### src/rtl/instr_fetch_unit.sv
// Instruction fetch: at most DEPTH words requested or buffered, in-order, one-cycle buffer latency (no bypass).
// Backpressure: a full buffer stops requests; redirect flushes and drops stale responses; a zero word halts fetch.
module instr_fetch_unit #(
  parameter int ADDR_W = 6,
  parameter int DEPTH  = 2
) (
  input  logic              clk,
  input  logic              rst_n,
  output logic              imem_req,
  output logic [ADDR_W-1:0] imem_addr,
  input  logic              imem_gnt,
  input  logic              imem_rvalid,
  input  logic [31:0]       imem_rdata,
  input  logic              redirect,
  input  logic [ADDR_W-1:0] redirect_pc,
  output logic              instr_valid,
  input  logic              instr_ready,
  output logic [31:0]       instr,
  output logic [ADDR_W-1:0] instr_pc,
  output logic [ADDR_W-1:0] instr_pc_plus4,
  output logic              halted
);

  localparam int CW = $clog2(DEPTH + 1);
  localparam int PW = (DEPTH > 1) ? $clog2(DEPTH) : 1;

  logic [ADDR_W-1:0] fetch_pc;
  logic [CW-1:0]     outstanding;
  logic [CW-1:0]     outstanding_nxt;
  logic [CW-1:0]     drop_cnt;
  logic [CW-1:0]     count;
  logic [PW-1:0]     rd_ptr;
  logic [PW-1:0]     wr_ptr;
  logic [31:0]       buf_dat [DEPTH];
  logic [ADDR_W-1:0] buf_pc  [DEPTH];
  logic [ADDR_W-1:0] resp_pc;
  logic              halted_q;

  logic [CW:0] inflight;
  logic        fire;
  logic        pop;
  logic        halt_now;
  logic        redir;
  logic        flush;
  logic        stale;
  logic        push;

  function automatic logic [PW-1:0] ptr_inc(input logic [PW-1:0] p);
    return (p == PW'(DEPTH - 1)) ? '0 : p + PW'(1);
  endfunction

  // Responses come back in order, so the address of each one is tracked by a shadow PC.
  always_comb begin
    inflight        = {1'b0, outstanding} + {1'b0, count};
    imem_req        = rst_n && !halted_q && (inflight < (CW+1)'(DEPTH));
    imem_addr       = fetch_pc;
    fire            = imem_req && imem_gnt;
    instr_valid     = (count != '0);
    instr           = buf_dat[rd_ptr];
    instr_pc        = buf_pc[rd_ptr];
    instr_pc_plus4  = instr_pc + ADDR_W'(4);
    halted          = halted_q;
    pop             = instr_valid && instr_ready;
    halt_now        = pop && (instr == 32'h0);
    redir           = redirect && !halted_q;
    flush           = redir || halt_now;
    stale           = (drop_cnt != '0);
    push            = imem_rvalid && !stale && !halted_q && !flush;
    outstanding_nxt = outstanding + CW'(fire) - CW'(imem_rvalid);
  end

  always_ff @(posedge clk or negedge rst_n) begin
    if (!rst_n) begin
      fetch_pc    <= '0;
      resp_pc     <= '0;
      outstanding <= '0;
      drop_cnt    <= '0;
      count       <= '0;
      rd_ptr      <= '0;
      wr_ptr      <= '0;
      halted_q    <= 1'b0;
      for (int i = 0; i < DEPTH; i++) begin
        buf_dat[i] <= '0;
        buf_pc[i]  <= '0;
      end
    end else begin
      outstanding <= outstanding_nxt;
      if (halt_now) halted_q <= 1'b1;

      if (redir) fetch_pc <= redirect_pc;
      else if (fire) fetch_pc <= fetch_pc + ADDR_W'(4);

      // Everything still in flight after this edge, including a same-cycle grant, is stale.
      if (redir) drop_cnt <= outstanding_nxt;
      else if (imem_rvalid && stale) drop_cnt <= drop_cnt - CW'(1);

      // The first non-stale response after a redirect belongs to redirect_pc.
      if (redir) resp_pc <= redirect_pc;
      else if (imem_rvalid && !stale) resp_pc <= resp_pc + ADDR_W'(4);

      if (push) begin
        buf_dat[wr_ptr] <= imem_rdata;
        buf_pc[wr_ptr]  <= resp_pc;
      end

      if (flush) begin
        count  <= '0;
        rd_ptr <= '0;
        wr_ptr <= '0;
      end else begin
        count <= count + CW'(push) - CW'(pop);
        if (push) wr_ptr <= ptr_inc(wr_ptr);
        if (pop)  rd_ptr <= ptr_inc(rd_ptr);
      end
    end
  end

endmodule

### config.mk
export PLATFORM = sky130hd
export DESIGN_NAME = instr_fetch_unit
export DESIGN_NICKNAME = d
export VERILOG_FILES = /design/src/rtl/instr_fetch_unit.sv
export SDC_FILE = /design/constraint.sdc
export NUM_CORES = 1
export LEC_CHECK = 0
export CORE_ASPECT_RATIO = 0.75
export CORE_MARGIN = 3
export CORE_UTILIZATION = 35
export CTS_CLUSTER_SIZE = 14
export DETAILED_ROUTE_END_ITERATION = 10
export GPL_TIMING_DRIVEN = 0
export PLACE_DENSITY = 0.6
export REMOVE_ABC_BUFFERS = 1
export SLEW_MARGIN = 20
export SYNTH_ARGS = -nofsm -noshare
export SYNTH_HDL_FRONTEND = slang
export SYNTH_SLANG_ARGS = --single-unit
### constraint.sdc
create_clock -name clk -period 2.6 [get_ports clk]
set_input_delay 0.65 -clock clk [delete_from_list [all_inputs] [get_ports clk]]
set_output_delay 0.65 -clock clk [all_outputs]
set_load 0.03 [all_outputs]
==> summary.md <==
| Metric | Value |
|---|---|
| Max-slew headroom | `0.479` |
| Count leader, synth | `dfrtp_1` |
| CP required | `2.82 ns` |
| Die area | `0.0148 mm^2` |
| I/O Buffers | `96` |
| Combinational share of power | `0.528` |
| Synth cell types | `37` |
| GPL Wtd Cong | `0.750` |
| Most used DFF post-synth | `dfrtp_1` |
| Total congestion overflow | `0` |
| Estimated wirelength of the detail-placed design | `7.48 mm` |
| Setup CP Type | `reg2reg` |
| Commonest cells post-synth | `95 x dfrtp_1, 72 x mux2_2, 40 x mux2_4` |
| Layout cells sized above 1 | `0.455` |
| Status | `finished with violations` |
| CTS tree | `done` |
| Post-synth top area share | `0.507` |
| IO Pins | `97` |
| Die Ht | `106 um` |
| Detailed-route via count | `3,110` |
| Crit path launch | `rd_ptr` |
| Violated checks | `setup timing` |
| DRC | `0` |
| Worst Clk Skew | `0.00599 ns` |
| Mapped Cells | `335` |
| Clock Tree Root | `clkbuf_16` |
| Util after Layout | `0.536` |
| Clock share of power | `0.167` |
| Number of CTS-inserted buffers | `9` |
| Clock transition at path regs | `0.06 ns` |
| Max Cap Violations | `0` |
| Synth warnings | `0` |
| Max rail drop VDD | `982 uV` |
| Maximum clock rate | `358 MHz` |
| Clk sinks | `95` |
| Routed Antenna Nets | `0` |
| Pwr Density | `1280 mW/mm^2` |
| Critical Path Sink Type | `register` |
| Hold Vio Cnt, Final | `0` |
| Final Max Tran Viols | `0` |
| Arrival @ worst endpoint | `3.01 ns` |
| FF-to-FF setup slack | `-0.19 ns` |
| Reg-to-reg endpoint | `buf_dat[37]` |
| Final TNS setup | `-7.88 ns` |
| FF-to-FF path depth | `10` |
| Register area | `0.00238 mm^2` |
| Worst-Margin Slew | `0.782 ns` |
| Final setup viols | `83` |
| Routed wire length per instance | `18.4 um` |
| RSZ-0062 raised after global routing | `true` |
| First-pass GRT wire length | `18.2 mm` |
| Minimum clock period after layout | `2.79 ns` |
| DP Worst Slack | `-0.898 ns` |
| Multi-input logic area | `0.00230 mm^2` |
| Final WS setup | `-0.191 ns` |
| Netlist Area Pre-Place | `0.00469 mm^2` |
| Hold Slack | `0.184 ns` |
| Filler Cell Count | `1,089` |
| Starting density of the core | `0.369` |
| Vias in the first global route | `3,251` |
| Critical path fanouts, max | `6` |
| Seq pwr share | `0.305` |
| Leak | `3.08 nW` |
| Hold crit path type | `in2async` |
| Ys async rst share | `1.00` |
| Seq/Total Area, Yosys | `0.507` |
| Sw Ratio | `0.385` |
| Nets | `519` |
| Detailed Route WL | `11.7 mm` |
| Largest net degree at the start of global routing | `69` |
| Switch Pwr | `3.35 mW` |
| Area Overhead vs Synth | `45.3%` |
| ANT cells | `0` |
| CTS max path bufs | `2` |
| Gr usage total | `0.155` |
| Number of iterations in the first detailed-routing pass | `4` |
| Post-synth EDFFs | `0` |
| Row count | `35` |
| #FFs+latches synth | `95` |
| Top post-synthesis cells by area | `dfrtp_1 51%, mux2_2 17%, mux2_4 13%, ha_1 2.1%, buf_6 1.7%` |
| Syn avg cell area | `14.0 um^2` |
| Tcrit/Tclk final | `1.07` |
| Core footprint | `0.0127 mm^2` |
| Worst skew pair latency | `0.34 ns` |
| Initial DRC Count | `140` |
| Synth area leader | `dfrtp_1` |
| Int Power | `5.36 mW` |
| DR vias/cell | `4.89` |
| Antenna violations before repair | `0` |
| RR Startpoint | `rd_ptr` |
| Critical Path Start Type | `register` |
| Crit path to | `buf_dat[37]` |
| Die Span X | `140 um` |
| Htree depth | `3` |
| Hold_buf cts | `0` |
==> layout make-up <==
cell class / instances / share of cell area
inverter: 9 / 0.00533
timing repair buffer: 139 / 0.228
clock inverter: 3 / 0.00955
sequential: 95 / 0.350
tap: 166 / 0.0305
clock buffer: 12 / 0.0391
multi-input combinational: 212 / 0.338
==> worst max-delay path, cell delays in order (launching register included) <==
cell	delay, ns
dfrtp_4	0.51
buf_12	0.15
mux2_4	0.29
or3_4	0.40
nor4_4	0.35
buf_4	0.20
buf_12	0.10
a21oi_4	0.07
buf_12	0.15
clkbuf_16	0.15
mux2_4	0.29
==> through the flow <==
| stage | total power, mW | cells | instance area [um^2] |
|---|---|---|---|
| after floorplan | 5.37 | 316 | 4550 |
| after global placement | 6.87 | 578 | 5720 |
| after detailed placement | 6.97 | 585 | 5890 |
| after CTS | 8.42 | 620 | 6490 |
| after global routing | 9.23 | 636 | 6810 |
| final | 8.71 | 636 | 6810 |
==> cell usage in the layout, fill, tap and decap left out, types with 7 or more instances in the layout <==
cell / synthesis / routed
a21oi_1: 11 / 11
buf_12: 0 / 12
buf_4: 4 / 23
clkbuf_16: 0 / 12
clkdlybuf4s50_1: 0 / 53
dfrtp_1: 95 / 93
dlygate4sd2_1: 0 / 21
inv_1: 9 / 7
mux2_2: 72 / 70
mux2_4: 40 / 42
nor2_1: 10 / 10
nor4_1: 8 / 7
==> cells by family after synthesis <==
group	count (synthesis)	synth area share
adders and majority gates	9	0.0256
xor gates and xnor gates	13	0.0243
AOI/OAI and AO/OA	20	0.0269
muxes	119	0.316
buffers and inverters	28	0.0376
DFF	95	0.507
and+or+nand+nor	51	0.0627
==> flip-flops by register name, indices dropped and copies added, names as in the netlist <==
name         flops
drop_cnt         2
halted           1
outstanding      2
resp_pc          5
buf_dat         64
buf_pc          12
wr_ptr           1
rd_ptr           1
imem_addr        5
count            2
==> routing by layer <==
layer  part of all wire  track usage
met5                  0            0
met4             0.0074       0.0290
met3              0.048       0.0463
met2               0.44        0.223
met1               0.50        0.232
==> timing repair <==
| action | CTS | global route |
|---|---|---|
| pin swaps | 6 | 10 |
| setup endpoints to repair | 129 | 96 |
| gates resized for setup | 71 | 62 |
| cloned | 3 | 3 |
| buffers inserted | 17 | 14 |
==> worst min-delay path by stage <==
stage | from | endpoint | slack (ns)
after detailed placement | buf_dat[15] | buf_dat[15] | 0.49
after global placement | buf_pc[0] | buf_pc[0] | 0.48
final | rst_n | buf_dat[8] | 0.18
after global routing | rst_n | buf_dat[40] | 0.19
after floorplan | rst_n | buf_dat[0] | 0.35
after CTS | rst_n | buf_dat[8] | 0.18
==> power by group through the flow <==
stage	clock, mW	sequential [mW]	combinational (mW)
after global routing	1.56	2.75	4.92
after floorplan	0	2.58	2.79
after CTS	1.49	2.63	4.30
after global placement	0	2.70	4.17
final	1.45	2.66	4.60
after detailed placement	0	2.68	4.29
No activity file was read; power rests on OpenSTA's default activity.
